## config.mk

```make
export PLATFORM = sky130hd
export DESIGN_NAME = ps2_key_decoder_flat
export DESIGN_NICKNAME = d
export VERILOG_FILES = /design/src/rtl/ps2_key_decoder_pkg.sv /design/src/rtl/ps2_key_decoder_if.sv /design/src/rtl/ps2_key_decoder_fifo.sv /design/src/rtl/ps2_key_decoder.sv /design/src/flat_wrapper.sv
export SDC_FILE = /design/constraint.sdc
export NUM_CORES = 1
export LEC_CHECK = 0
export BUFFER_PORTS_ARGS = -buffer_cell sky130_fd_sc_hd__buf_4
export CAP_MARGIN = 0
export CORE_MARGIN = 5
export CORE_UTILIZATION = 56
export CTS_BUF_LIST = sky130_fd_sc_hd__clkbuf_4 sky130_fd_sc_hd__clkbuf_8
export DETAILED_ROUTE_END_ITERATION = 12
export GPL_TIMING_DRIVEN = 0
export PLACE_DENSITY_LB_ADDON = 0.12
export SLEW_MARGIN = 20
export SYNTH_ARGS = -nofsm -noshare
export SYNTH_HDL_FRONTEND = slang
export SYNTH_SLANG_ARGS = --single-unit
```

## constraint.sdc

```tcl
create_clock -name clk -period 3 [get_ports clk]
set_clock_uncertainty 0.1 [all_clocks]
set_input_delay 0.45 -clock clk [delete_from_list [all_inputs] [get_ports clk]]
set_output_delay 0.45 -clock clk [all_outputs]
set_load 0.05 [all_outputs]
```

## src/rtl/ps2_key_decoder_pkg.sv

```systemverilog
// rtl/ps2_key_decoder_pkg.sv - shared types, scan-code constants and Set 2 key map
package ps2_kbd_pkg;

  typedef enum logic [1:0] {IDLE, BRK, EXT, EXT_BRK} kbd_state_t;

  localparam logic [7:0] SC_BREAK  = 8'hF0;
  localparam logic [7:0] SC_EXT    = 8'hE0;

  localparam logic [4:0] IDX_ENTER = 5'd26;
  localparam logic [4:0] IDX_BKSP  = 5'd27;
  localparam logic [4:0] IDX_SPACE = 5'd28;

  typedef struct packed {
    logic       mapped;
    logic [4:0] idx;
  } key_map_t;

  function automatic key_map_t scan_to_idx(input logic [7:0] code);
    key_map_t m;
    m.mapped = 1'b1;
    m.idx    = 5'd0;
    case (code)
      8'h1C: m.idx = 5'd0;
      8'h32: m.idx = 5'd1;
      8'h21: m.idx = 5'd2;
      8'h23: m.idx = 5'd3;
      8'h24: m.idx = 5'd4;
      8'h2B: m.idx = 5'd5;
      8'h34: m.idx = 5'd6;
      8'h33: m.idx = 5'd7;
      8'h43: m.idx = 5'd8;
      8'h3B: m.idx = 5'd9;
      8'h42: m.idx = 5'd10;
      8'h4B: m.idx = 5'd11;
      8'h3A: m.idx = 5'd12;
      8'h31: m.idx = 5'd13;
      8'h44: m.idx = 5'd14;
      8'h4D: m.idx = 5'd15;
      8'h15: m.idx = 5'd16;
      8'h2D: m.idx = 5'd17;
      8'h1B: m.idx = 5'd18;
      8'h2C: m.idx = 5'd19;
      8'h3C: m.idx = 5'd20;
      8'h2A: m.idx = 5'd21;
      8'h1D: m.idx = 5'd22;
      8'h22: m.idx = 5'd23;
      8'h35: m.idx = 5'd24;
      8'h1A: m.idx = 5'd25;
      8'h5A: m.idx = IDX_ENTER;
      8'h66: m.idx = IDX_BKSP;
      8'h29: m.idx = IDX_SPACE;
      default: m.mapped = 1'b0;
    endcase
    return m;
  endfunction

endpackage

```

## src/rtl/ps2_key_decoder_if.sv

```systemverilog
// rtl/ps2_key_decoder_if.sv - decoded-key valid/ready handshake toward the rotor logic
interface ps2_key_decoder_if;
  logic       key_valid;
  logic       key_ready;
  logic [4:0] key_idx;

  modport master (output key_valid, output key_idx, input key_ready);
  modport slave  (input key_valid, input key_idx, output key_ready);
endinterface

```

## src/rtl/ps2_key_decoder_fifo.sv

```systemverilog
// rtl/ps2_key_decoder_fifo.sv - synchronous decoded-key FIFO with overflow pulse
module kbd_fifo #(
  parameter int DEPTH = 4,
  parameter int DW    = 5
) (
  input  logic                     clk,
  input  logic                     rst,
  input  logic                     push,
  input  logic [DW-1:0]            push_data,
  input  logic                     pop,
  output logic [DW-1:0]            pop_data,
  output logic                     empty,
  output logic [$clog2(DEPTH):0]   count,
  output logic                     overflow
);
  localparam int AW = $clog2(DEPTH);
  localparam int CW = AW + 1;

  logic [DW-1:0] mem [DEPTH];
  logic [AW-1:0] wr_ptr, rd_ptr;
  logic          full, do_push, do_pop;

  assign full     = (count == CW'(DEPTH));
  assign empty    = (count == '0);
  // A full FIFO drops the push even when a pop frees a slot this same cycle.
  assign do_push  = push & ~full;
  assign do_pop   = pop & ~empty;
  assign pop_data = mem[rd_ptr];

  always_ff @(posedge clk) begin
    if (rst) begin
      wr_ptr   <= '0;
      rd_ptr   <= '0;
      count    <= '0;
      overflow <= 1'b0;
      for (int i = 0; i < DEPTH; i++) mem[i] <= '0;
    end else begin
      overflow <= push & full;
      if (do_push) begin
        mem[wr_ptr] <= push_data;
        wr_ptr      <= wr_ptr + 1'b1;
      end
      if (do_pop) rd_ptr <= rd_ptr + 1'b1;
      case ({do_push, do_pop})
        2'b10:   count <= count + 1'b1;
        2'b01:   count <= count - 1'b1;
        default: count <= count;
      endcase
    end
  end
endmodule

```

## src/rtl/ps2_key_decoder.sv

```systemverilog
// rtl/ps2_key_decoder.sv - Set 2 make/break parser with typematic suppression feeding a key FIFO
module ps2_key_decoder
  import ps2_kbd_pkg::*;
#(
  parameter int FIFO_DEPTH = 4
) (
  input  logic                          clk,
  input  logic                          rst,
  input  logic                          key_rdy,
  input  logic [7:0]                    key_out,
  ps2_key_decoder_if.master             kif,
  output logic                          overflow,
  output logic [$clog2(FIFO_DEPTH):0]   fifo_count
);
  kbd_state_t state, state_nx;
  logic       key_rdy_q, byte_stb;
  logic [7:0] held_code, held_code_nx;
  logic       held_valid, held_valid_nx;
  logic       push_req, fifo_empty, key_valid;
  key_map_t   km;

  assign byte_stb = key_rdy & ~key_rdy_q;

  always_ff @(posedge clk) begin
    if (rst) begin
      state      <= IDLE;
      key_rdy_q  <= 1'b0;
      held_code  <= 8'h00;
      held_valid <= 1'b0;
    end else begin
      state      <= state_nx;
      key_rdy_q  <= key_rdy;
      held_code  <= held_code_nx;
      held_valid <= held_valid_nx;
    end
  end

  always_comb begin
    state_nx      = state;
    held_code_nx  = held_code;
    held_valid_nx = held_valid;
    push_req      = 1'b0;
    km            = scan_to_idx(key_out);
    if (byte_stb) begin
      case (state)
        IDLE: begin
          if (key_out == SC_BREAK)      state_nx = BRK;
          else if (key_out == SC_EXT)   state_nx = EXT;
          // Held-key repeats are typematic; only a fresh make code is pushed.
          else if (km.mapped && !(held_valid && held_code == key_out)) begin
            push_req      = 1'b1;
            held_code_nx  = key_out;
            held_valid_nx = 1'b1;
          end
        end
        BRK: begin
          state_nx = IDLE;
          if (held_valid && key_out == held_code) held_valid_nx = 1'b0;
        end
        EXT:     state_nx = (key_out == SC_BREAK) ? EXT_BRK : IDLE;
        EXT_BRK: state_nx = IDLE;
        default: state_nx = IDLE;
      endcase
    end
  end

  assign key_valid     = ~fifo_empty;
  assign kif.key_valid = key_valid;

  kbd_fifo #(.DEPTH(FIFO_DEPTH), .DW(5)) u_fifo (
    .clk       (clk),
    .rst       (rst),
    .push      (push_req),
    .push_data (km.idx),
    .pop       (key_valid & kif.key_ready),
    .pop_data  (kif.key_idx),
    .empty     (fifo_empty),
    .count     (fifo_count),
    .overflow  (overflow)
  );
endmodule

```

## src/flat_wrapper.sv

```systemverilog
// flat-port wrapper written by rule: the top's interface ports become plain ports
module ps2_key_decoder_flat import ps2_kbd_pkg::*;
#(
  parameter int FIFO_DEPTH = 4
)
  (clk, rst, key_rdy, key_out, overflow, fifo_count, kif_key_valid, kif_key_idx, kif_key_ready);
  ps2_key_decoder_if kif_i ();
  input  logic clk;
  input  logic rst;
  input  logic key_rdy;
  input  logic [7:0] key_out;
  output logic overflow;
  output logic [$clog2(FIFO_DEPTH):0] fifo_count;
  output wire logic [$bits(kif_i.key_valid)-1:0] kif_key_valid;
  output wire logic [$bits(kif_i.key_idx)-1:0] kif_key_idx;
  input wire logic [$bits(kif_i.key_ready)-1:0] kif_key_ready;
  assign kif_key_valid = kif_i.key_valid;
  assign kif_key_idx = kif_i.key_idx;
  assign kif_i.key_ready = kif_key_ready;
  ps2_key_decoder #(.FIFO_DEPTH(FIFO_DEPTH)) u_core (.clk(clk), .rst(rst), .key_rdy(key_rdy), .key_out(key_out), .kif(kif_i), .overflow(overflow), .fifo_count(fifo_count));
endmodule
```

* Word level (Yosys, flattened, before mapping) *
Memory sizes are Yosys's and may differ from the RTL's. A register that Yosys moved wholly into a read port is not among the register bits.
Index checks and enable logic that the tools add are counted.

cells by class
  $add $sub $neg = 4
  reductions and logical operators = 14
  multiply operators = 0
  shift-type cells = 0
  equal/unequal tests = 44
  divide/modulo/power cells = 0
  muxes and demuxes = 27
  bitwise gates (word level) = 10
  magnitude comparators = 0

operators with widths
  kind                   number
  $pmux W5 S28           1
  $eq A8 B6 Y1 const B   17
  $eq A8 B7 Y1 const B   7
  $eq A8 B5 Y1 const B   5
  $reduce_or A29 Y1      1
  $eq A8 B8 Y1           2
  $eq A8 B8 Y1 const B   2
  $mux W1                16
  $mux W2                6
  $eq A2 B2 Y1 const B   3
  $pmux W2 S3            1
  $pmux W3 S2            1
  $reduce_and A6 Y1      1
  $and A1 B1 Y1          5
  $mux W5                1
  $not A1 Y1             5
  $reduce_and A5 Y1      1
  $reduce_or A5 Y1       1
  $add A2 B1 Y2 const B  2
  $eq A2 B1 Y1 const B   2
  $ne A2 B1 Y1 const B   2
  $ne A2 B2 Y1 const B   2
  $reduce_bool A2 Y1     2
  $add A3 B1 Y3 const B  1
  10 further kinds       12

storage, ports and cells
  memories kept = 1
  RAM bits = 20
  bits in registers = 20
  latch bits = 0
  memory bits (read-only) = 0
  word-level logic and storage cells = 108
  input port bits = 12
  output and inout port bits = 10

memories
  name               words  bits a word  read ports  clocked after Yosys merged registers in  wr ports  RTL line                    source
  u_core.u_fifo.mem  4      5            1           1                                        4         ps2_key_decoder_fifo.sv:19  logic [DW-1:0] mem [DEPTH];

* Depth between registers and ports, before layout *
Gate-level depths: netlist of the first run.

  word-level depth = 15
  gate-level depth with buffers = 13
  depth with buffers taken out = 11

* Modules after synthesis *
From an unflattened synthesis of the first run, not the netlist that was laid out.

second synthesis, totals
  cells, all modules = 268
  area total of the unflattened synthesis = 2623.8 µm²

modules (own cells, without submodules)
  module           instances  cells an instance  area each (µm²)  sequential area each (µm²)
  kbd_fifo         1          104                1345.0           800.8
  ps2_key_decoder  1          164                1278.7           240.2

* Worst setup path after synthesis of the first run *
No wires, ideal clock.

  path type = in2reg
  from = input port key_out[3]
  to = register u_core.u_fifo.count[2]
  slack = -0.074 ns
  library setup time = 0.071 ns
  data required time = 2.829 ns
  data arrival time = 2.903 ns
  cell stages on the path = 13
  buffers on the path = 2
  path through = buf_2 > buf_2 > nor3b_1 > o211a_1 > a221oi_1 > nand4b_4 > nand2_1 > ha_1 > inv_1 > fa_1 > xor2_1 > or3_1 > a21oi_1

between the ends
  word-level cells in the longest chain between the ends = 12
  elaborated cells on any way between the ends = 47
  those cells by class = 34 x eq/ne; 7 x mux; 1 x bitwise; 5 x reduce/logical

ends and longest elaborated chain
  element                                                                    RTL line                                          source
  start, declared                                                            flat_wrapper.sv:11                                input logic [7:0] key_out;
  $eq A8 B5 Y1 (tied with other cells)                                       ps2_key_decoder_pkg.sv:22                         case (code)
  $reduce_or A29 Y1 (no line) / $logic_and A1 B1 Y1 (equally long branches)  --
  $mux W1 / $logic_not A1 Y1 (equally long branches)                         ps2_key_decoder_pkg.sv:22, ps2_key_decoder.sv:50
  $logic_and A1 B1 Y1                                                        ps2_key_decoder.sv:50                             else if (km.mapped && !(held_valid && held_code == key_out)) begin
  $mux W1                                                                    ps2_key_decoder.sv:50
  $mux W1                                                                    ps2_key_decoder.sv:48                             else if (key_out == SC_EXT) state_nx = EXT;
  $mux W1 *                                                                  ps2_key_decoder.sv:47                             if (key_out == SC_BREAK) state_nx = BRK;
  $mux W1 *                                                                  ps2_key_decoder.sv:45                             case (state)
  $mux W1 *                                                                  ps2_key_decoder.sv:44                             if (byte_stb) begin
  $and A1 B1 Y1 *                                                            ps2_key_decoder_fifo.sv:26                        assign do_push = push & ~full;
  $eq A2 B1 Y1 / $eq A2 B2 Y1 (equally long branches)                        ps2_key_decoder_fifo.sv:44                        case ({do_push, do_pop})
  $pmux W3 S2 / $reduce_bool A2 Y1 (equally long branches)                   --
  end signal, assigned                                                       ps2_key_decoder_fifo.sv:45                        2'b10: count <= count + 1'b1;
  end signal, assigned                                                       ps2_key_decoder_fifo.sv:46                        2'b01: count <= count - 1'b1;
  end signal, assigned                                                       ps2_key_decoder_fifo.sv:47                        default: count <= count;
  end, declared                                                              ps2_key_decoder_fifo.sv:13                        output logic [$clog2(DEPTH):0] count,

Mark *: on every way between the ends. The rest lies on a longest branch, timed or not.
A chain may end at the register's enable or synchronous reset.

==> flow_summary.toml, run 1 <==
[hold_path]
holdPathEnd = "u_core.key_rdy_q$_SDFF_PP0_"
hp-start = "rst"
min_path_type = "in -> reg"
worstHoldPathCells = 2

[global_routing]
antenna_found_initial = 0
gr-total-overflow = 0
grt_pass1_wl_um = 9610
grt_max_degree = 14
track_usage_pct = 19.5
first_global_vias = 2051

[worst_setup_path]
critPathCaptureType = "register"
crit_type = "in -> reg"
r2r_end = "u_core.u_fifo.mem[0][0]$_SDFFCE_PN0P_"
crit_required_ns = 2.82
cp-start-kind = "primary input"
reg2reg_from = "u_core.state[0]$_SDFFE_PP0P_"
cp_max_fo = 10
cp.arrival_ns = 2.73
ff2ff_path_depth = 6
reg2reg_slack_ns = 0.17

[logic_synthesis]
yosys_warnings = 0
synth_edf_count = 20
synthAdderAreaFrac_pct = 1.26
synth_fp_nets = 289
synth_compound_area_share_pct = 12.6
synthMuxAreaShare_pct = 7.90
synthSimpleGateAreaFrac_pct = 28.1
ys_types = 64
yosysSeqAreaShare_pct = 40.3
yosys_most_used_dff = "dfxtp_1"
synth_xor_area_share_pct = 4.07
synth_seq_cells = 42
async_reset_ff_share_pct = 0
synth_top_family_by_area = "simple AND/OR/NAND/NOR gates"
syn_area_per_cell_um2 = 9.39
netlist_instances = 275
syn_area_um2 = 2580

[drt]
drc = 0
first_pass_iters = 4
initialDrtViolationCount = 174
wire_per_inst_um = 16.2
vias = 2176
avgViaCountPerCell = 6.13
wl_um = 5730
ant_nets = 0

[cts]
ctsRootBufferMaster = "clkbuf_8"
clockBufferDepth = 2
cts_tree = "yes"
clock_latency_ns = 0.29
htreeDepth = 2
clk_pin_slew_ns = 0.08
clock_sinks = 42
cts-buffers-inserted = 5
holdBufCountCts = 0

[flow_run]
cap_violations = 0

[sta]
max_slew_margin_pct = 41.8
fin_crit_ns = 2.90
max_freq_ghz = 0.344
setup-violations-final = 0
worstMarginPinSlew_ns = 0.866
final_max_slew_viol_count = 0
final-hold-violation-count = 0
rsz0062_at_grt = "no"
fin_crit_sh_pct = 96.8

[place]
io_buffers = 17
placed_area_um2 = 2780
dpl.hpwl_um = 4120
gp_congestion = 0.862

[pwr]
power.density_nw_per_um2 = 419
ir_drop_mv = 0.422
total_power_mw = 1.24
p_leak_nw = 1.01

[die]
initial_core_util_pct = 58.5
fp.coreArea_um2 = 4410
fp-row-count = 24
ioPinCount = 22
die_h_um = 77.9
die_w_um = 77.9
dieArea_um2 = 6070

[final_layout]
diodes = 0
fin_area_um2 = 2970
num-fill-cells = 348
drive_gt1_share_pct = 24.4
final_common_cell = "nand2_1"
nets = 316
final_cell_mix = "nand2_1, nor2_1, dfxtp_1"
syn_to_final_growth_pct = 14.9

[outcome]
status = "complete, no violations"
[layout make-up]
type | count | area (µm²) | share of cell area (%)
multi-input combinational | 201 | 1460 | 49.1
sequential | 42 | 1040 | 35.1
timing repair buffer | 21 | 158 | 5.31
buffer | 21 | 120 | 4.05
clock buffer | 6 | 76.3 | 2.57
tap | 52 | 65.1 | 2.19
inverter | 10 | 38.8 | 1.31
clock inverter | 2 | 12.5 | 0.422
[layer usage]
layer,part of all wire (%),routed length [µm],GRT usage [%],vias to the layer above
met5,0,0,0,-
met4,1.1,62,5.07,0
met3,4.2,238,3.01,5
met2,49,2790,32.1,50
met1,46,2640,26.7,1055
li1,-,-,-,1066
[kinds of logic after synthesis]
group | count (synthesis)
xor gates and xnor gates | 12
adders and majority gates | 2
DFF | 42
AOI/OAI and AO/OA | 47
and+or+nand+nor | 126
buffers and inverters | 32
muxes | 14
[cell usage after synthesis, types with 5 or more instances]
cell / instances / share of area, %
nand2_1: 27 / 3.9
a21oi_1: 14 / 2.7
dfxtp_1: 22 / 17
nor2_1: 24 / 3.5
inv_1: 8 / 1.2
nor2b_1: 5 / 1.2
nor4_1: 8 / 1.9
mux2i_1: 8 / 3.1
clkbuf_1: 10 / 1.5
xnor2_1: 9 / 3.1
mux4_2: 5 / 4.4
buf_2: 7 / 1.4
edfxtp_1: 20 / 23
nand3_1: 6 / 1.2
nand4_1: 5 / 1.2
nor3_1: 12 / 2.3
o21ai_0: 7 / 1.4
[power breakdown]
part | switching (mW) | internal, mW
clock network | 0.195 | 0.174
logic | 0.155 | 0.0926
registers | 0.00998 | 0.617
[sequential cells by signal, indices dropped and copies added, names as in the netlist, named ones only]
name and count:
u_core.u_fifo.mem 20, u_core.u_fifo.wr_ptr 2, u_core.u_fifo.overflow 1, u_core.u_fifo.rd_ptr 2, u_core.u_fifo.count 3, u_core.key_rdy_q 1, u_core.held_valid 1, u_core.held_code 8
u_core.state 2
[what timing repair did]
item                                    in CTS  in global routing
resized for setup                            6                 15
endpoints found under the setup margin      11                 17
pin swaps                                    0                  2
buffers inserted                             0                  4
cloned                                       0                  0
[worst max-delay path by stage]
stage                                                  to  depth (start not counted)        from  slack (ns)
CTS                   u_core.u_fifo.count[2]$_SDFFE_PP0P_                         14  key_out[2]       0.001
global placement      u_core.u_fifo.count[2]$_SDFFE_PP0P_                         12  key_out[0]       -0.41
finish              u_core.u_fifo.mem[0][0]$_SDFFCE_PN0P_                          8  key_out[2]         0.1
global route          u_core.u_fifo.count[2]$_SDFFE_PP0P_                         13  key_out[2]       0.007
detailed placement    u_core.u_fifo.count[2]$_SDFFE_PP0P_                         12  key_out[0]       -0.43
floorplan             u_core.u_fifo.count[2]$_SDFFE_PP0P_                         13  key_out[3]        0.03
[worst max-delay path: stages]
cell,delay (ns)
buf_4,0.09
buf_6,0.11
or3b_1,0.34
a2111o_1,0.42
a211oi_2,0.29
nand4b_4,0.22
nand2_4,0.08
o31ai_1,0.71
[per-stage QoR]
step	cells	utilization, %	setup slack [ns]	TNS [ns]	hold slack, ns
2_1_floorplan	275	-	0.0262	0	0.338
3_3_place_gp	344	63.1	-0.405	-5.98	0.351
3_5_place_dp	344	63.1	-0.431	-5.77	0.352
4_1_cts	351	65.4	0.00111	0	0.266
5_1_grt	355	67.2	0.00669	0	0.278
6_report	355	67.2	0.0953	0	0.268
No activity file was read; power rests on OpenSTA's default activity.
==> run 2, diff against run 1 <==
GPL_ROUTABILITY_DRIVEN = 0   (was unset)
SYNTH_HIERARCHICAL = 1   (was unset)
==> run 2 against run 1 <==
Against the previous run: die area increased by 1.4%; largest cell class unchanged; combinational power decreased by 4%; critical path depth increased by 5; non-clock buffer count increased by 4; setup slack got worse by 0.051 ns; routed wire length increased by 1.4%; worst hold slack improved by 0.031 ns; utilization increased by 2.3 points; register-to-register slack improved by 0.27 ns; design area increased by 8.5%; synthesized cell count decreased by 2.5%; sequential power increased by 0.8%.
==> flow_summary.toml, run 2 <==
[die]
fp-row-count = 25
initial_core_util_pct = 56.7
fp.coreArea_um2 = 4630
dieArea_um2 = 6150
die_w_um = 78.5
die_h_um = 78.5
ioPinCount = 22

[final_layout]
largest_reg_flops = 20
final_cell_mix = "buf_4, nand2b_1, dfxtp_1"
drive_gt1_share_pct = 27.9
syn_to_final_growth_pct = 22.7
max_flop_register = "u_core/u_fifo/mem"
fin_area_um2 = 3220
diodes = 0
top_regs = "u_core/u_fifo/mem (20), u_core/held_code (8), u_core/u_fifo/count (3)"
nets = 318
final_common_cell = "buf_4"

[worst_setup_path]
reg2reg_slack_ns = 0.44
cp_max_fo = 5
crit_type = "in -> reg"
crit_required_ns = 3.12
cp.arrival_ns = 3.08
cp-start-kind = "primary input"
critPathCaptureType = "register"

[drt]
wire_per_inst_um = 16.2
vias = 2116
initialDrtViolationCount = 132
drc = 0
avgViaCountPerCell = 5.89
ant_nets = 0
wl_um = 5810
first_pass_iters = 5

[cts]
cts-buffers-inserted = 5
clockBufferDepth = 2
htreeDepth = 2
clock_sinks = 42
clock_latency_ns = 0.29
ctsRootBufferMaster = "clkbuf_8"
holdBufCountCts = 0
clk_pin_slew_ns = 0.08
cts_tree = "yes"

[pwr]
p_leak_nw = 1.19
power.density_nw_per_um2 = 387
ir_drop_mv = 0.253

[logic_synthesis]
netlist_instances = 268
yosys_most_used_dff = "dfxtp_1"
yosys_warnings = 6
syn_area_um2 = 2620
synth_fp_nets = 282
synth_seq_cells = 42
synth_most_common_cell = "nand2b_1"
syn_area_per_cell_um2 = 9.79
yosysTopAreaCell = "edfxtp_1"
ys_types = 63
async_reset_ff_share_pct = 0
synth_edf_count = 20
ys_top_cells_by_area = "edfxtp_1, dfxtp_1, nand2b_1"
yosysSeqAreaShare_pct = 39.7
synthDominantCellAreaShare_pct = 22.9
ys_top_cells_by_count = "nand2b_1, dfxtp_1, and2_1, edfxtp_1, nor2_1"

[sta]
setup-violations-final = 0
fin_crit_sh_pct = 98.5
max_freq_ghz = 0.338
max_slew_margin_pct = 65.1
rsz0062_at_grt = "yes"
final_max_slew_viol_count = 0
whs_ns = 0.299
final-hold-violation-count = 0
fin_crit_ns = 2.96
fin_setup_tns_ns = 0
worstMarginPinSlew_ns = 0.522

[flow_run]
cap_violations = 0

[global_routing]
grt_pass1_wl_um = 9550
busiest_layer = "met2"
met1_usage_pct = 24.6
track_usage_pct = 19.3
antenna_found_initial = 0
gr-total-overflow = 0
met2_usage_pct = 33.3
use_met3_pct = 3.56
first_global_vias = 1970
grt_max_degree = 13

[place]
placed_area_um2 = 2890
dpl.hpwl_um = 3970
io_buffers = 19

[hold_path]
min_path_type = "in -> reg"

[outcome]
status = "complete, no violations"
run 2: cell types whose count changed in the layout (fill, tap and decap cells not counted), moves of 5 or more:
cell,delta
nor3_1,-9
a21oi_1,-5
nand2_1,-15
nor4_1,-5
and2_1,+18
xor2_1,+5
nand2b_1,+18
buf_4,+9
run 2: timing repair:
action,CTS,global route
setup buffers,5,7
resized for setup,16,19
pin swaps,3,14
setup endpoints to repair,17,14
run 2: cell type report:
type                            instances  area [µm²]
Buffer                                 15         125
Clock buffer                            7        90.1
Clock inverter                          1        5.00
Fill cell                             368        1410
Inverter                               11        45.0
Multi-Input combinational cell        198        1590
Sequential cell                        42        1040
Tap cell                               54        67.6
Timing Repair Buffer                   31         253
run 2: final timing paths:
kind                                                  startpoint                                  end  cells past startpoint
worst max register to register  u_core/held_code[0]$_SDFFE_PP0P_  u_core/u_fifo/count[2]$_SDFFE_PP0P_                     12
worst min-delay path                                     key_rdy          u_core/key_rdy_q$_SDFF_PP0_                      2
worst min register to register    u_core/held_valid$_SDFFE_PP0P_       u_core/held_valid$_SDFFE_PP0P_                      1
worst max-delay path                                  key_out[6]  u_core/u_fifo/count[2]$_SDFFE_PP0P_                     13
run 2: critical path, cell delays in order:
cell and delay [ns]:
buf_6 0.10, or4b_4 0.60, o211ai_1 0.33, a2111oi_4 0.14
a211oi_2 0.33, and2_4 0.22, inv_4 0.04, ha_4 0.15
inv_2 0.05, fa_2 0.19, xor2_1 0.06, or3_1 0.30
a21oi_1 0.12
run 2: kinds of logic after synthesis:
family	Yosys count	synth area share, %
xor gates and xnor gates	13	4.34
AOI/OAI and AO/OA	48	13.8
and+or+nand+nor	122	28.5
muxes	13	7.34
adders and majority gates	2	1.24
buffers and inverters	28	5.05
DFF	42	39.7
run 2: routing by layer:
metal | vias up | wire length [µm]
met1 | 993 | 2540
li1 | 1045 | -
met2 | 64 | 2890
met5 | - | 0
met4 | 0 | 89
met3 | 14 | 287
run 2: power by group:
group / leakage, nW / internal [mW] / switching, mW
logic: 0.754 / 0.100 / 0.138
clock network: 0.0517 / 0.195 / 0.181
registers: 0.388 / 0.619 / 0.0128
total: 1.19 / 0.914 / 0.332
run 2: metrics by stage:
stage	cells	worst slack (ns)	total power, mW	utilization [%]
floorplan	268	-0.111	0.795	-
global placement	341	-0.565	0.846	62.4
detailed placement	341	-0.557	0.850	62.4
CTS	353	0.0300	1.23	66.5
global route	359	-0.0576	1.30	69.6
finish	359	0.0444	1.25	69.6
==> run 3, diff against run 2 <==
CELL_PAD_IN_SITES_DETAIL_PLACEMENT = 2   (was unset)
CELL_PAD_IN_SITES_GLOBAL_PLACEMENT = 2   (was unset)
CORE_UTILIZATION = 35   (was 56)
HOLD_SLACK_MARGIN = 0.02   (was unset)
SYNTH_HIERARCHICAL = unset   (was 1)
==> run 3 against run 2 <==
Against the previous run: sequential power down 0.6%; routed wire length grew 37%; utilization down 27 points; combinational power rose by 9.7%; design area shrank 5.2%; sequential share of layout area increased by 1.8 points; critical path depth unchanged; first-iteration DRC count shrank 33%; power up 2.8%; sequential cell count stayed put; maximum frequency grew 0.78%; final cell count rose by 11%.
==> flow_summary.toml, run 3 (synthesized netlist as in run 1, its figures left out) <==
[drt]
drc = 0
ant_nets = 0
wl_um = 7960
wire_per_inst_um = 19.9
avgViaCountPerCell = 5.66
initialDrtViolationCount = 88
first_pass_iters = 4
vias = 2262

[pwr]
p_leak_nw = 1.01
ir_drop_mv = 0.203
power.density_nw_per_um2 = 419

[cts]
clockBufferDepth = 2
holdBufCountCts = 0
cts_tree = "yes"
clk_pin_slew_ns = 0.09
clock_latency_ns = 0.30
htreeDepth = 2
clock_sinks = 42
ctsRootBufferMaster = "clkbuf_8"
cts-buffers-inserted = 5

[final_layout]
fin_area_um2 = 3050
nets = 314
largest_reg_flops = 20
multiInputGateArea_um2 = 1490
stdcell_count = 400
regArea_um2 = 1040
syn_to_final_growth_pct = 18.2
final_common_cell = "nand2_1"
diodes = 0
num-fill-cells = 826
top_regs = "u_core.u_fifo.mem (20), u_core.held_code (8), u_core.u_fifo.count (3)"
final_cell_mix = "nand2_1, nor2_1, buf_4, dfxtp_1, edfxtp_1"
drive_gt1_share_pct = 24.9
max_flop_register = "u_core.u_fifo.mem"

[worst_setup_path]
critPathTopFamily = "simple AND/OR/NAND/NOR gates"
cp_max_fo = 10
crit_type = "in -> reg"
path_buf_inv = 3
critPathCaptureType = "register"
slowest_stage = "a2111o_1"
crit_required_ns = 3.13
crit_chain = "buf_4 -> buf_4 -> or3b_1 -> a2111o_1 -> a211oi_2 -> nand4b_4 -> nand2_4 -> ha_2 -> inv_1 -> fa_1 -> xor2_1 -> or3_1 -> a21oi_1"
cp.arrival_ns = 3.07
cpPeakStageDelay_ns = 0.43
cp_common_cell = "buf_4"
cp-start-kind = "primary input"

[die]
ioPinCount = 22
die_w_um = 95.9
dieArea_um2 = 9200
initial_core_util_pct = 35.8
die_h_um = 95.9
fp-row-count = 31
fp.coreArea_um2 = 7210

[sta]
fin_crit_sh_pct = 97.8
final-hold-violation-count = 0
fin_crit_ns = 2.93
max_freq_ghz = 0.341
final_max_slew_viol_count = 0
max_slew_margin_pct = 47.0
rsz0062_at_grt = "yes"
worstMarginPinSlew_ns = 0.787
setup-violations-final = 0

[global_routing]
track_usage_pct = 18.6
first_global_vias = 2535
grt_pass1_wl_um = 13200
antenna_found_initial = 0
grt_max_degree = 15
gr-total-overflow = 0

[place]
placed_area_um2 = 2840
place_inst = 391
io_buffers = 17
dpl.hpwl_um = 5790

[hold_path]
min_path_type = "in -> reg"

[outcome]
status = "complete, no violations"

[flow_run]
cap_violations = 0
## run 3: path summary, 6_finish.rpt
kind	from	to	slack [ns]	cells past startpoint
hold reg to reg	u_core.held_code[0]$_SDFFE_PP0P_	u_core.held_code[0]$_SDFFE_PP0P_	0.38	2
setup reg to reg	u_core.state[0]$_SDFFE_PP0P_	u_core.u_fifo.count[2]$_SDFFE_PP0P_	0.22	11
hold / removal	rst	u_core.key_rdy_q$_SDFF_PP0_	0.25	2
setup / recovery	key_out[2]	u_core.u_fifo.count[2]$_SDFFE_PP0P_	0.07	13
## run 3: area by class of cell
class	count	share of cell area (%)
buffer	21	4.06
clock buffer	5	2.26
clock inverter	3	0.615
inverter	10	1.27
multi-input combinational	201	49.0
sequential	42	34.1
tap	99	4.06
timing repair buffer	19	4.67
## run 3: timing repair
item	CTS	global route
buffers inserted	1	1
pin swaps	2	2
setup endpoints to repair	17	13
resized for setup	14	13
## run 3: layer usage
| layer | wire [µm] | GRT usage [%] |
|---|---|---|
| met2 | 4130 | 33.2 |
| met4 | 121 | 4.74 |
| met3 | 230 | 2.81 |
| met5 | 0 | 0 |
| met1 | 3480 | 23.4 |
## run 3: worst reg2reg max path: stages (launching register included)
cell and delay, ns:
dfxtp_1 0.35, or4b_1 0.58, a41oi_2 0.25, o31ai_4 0.13, a21oi_2 0.22, nand2_4 0.11
ha_2 0.21, inv_1 0.07, fa_1 0.17, xor2_1 0.07, or3_1 0.31, a21oi_1 0.15
## run 3: power by group
group / total, mW / internal (mW) / switching (mW)
Clock: 0.391 / 0.164 / 0.227
Combinational: 0.261 / 0.0924 / 0.168
Sequential: 0.628 / 0.617 / 0.0109
Total: 1.28 / 0.874 / 0.406
## run 3: metrics by stage
stage / power, mW / setup WS, ns / setup TNS (ns) / hold slack [ns] / util (%)
floorplan: 0.811 / 0.0262 / 0 / 0.338 / -
global placement: 0.878 / -0.597 / -9.56 / 0.353 / 39.4
detailed placement: 0.886 / -0.649 / -11.45 / 0.372 / 39.4
CTS: 1.28 / 0.00271 / 0 / 0.250 / 41.4
global route: 1.33 / -0.0570 / -0.0721 / 0.258 / 42.3
finish: 1.28 / 0.0673 / 0 / 0.255 / 42.3
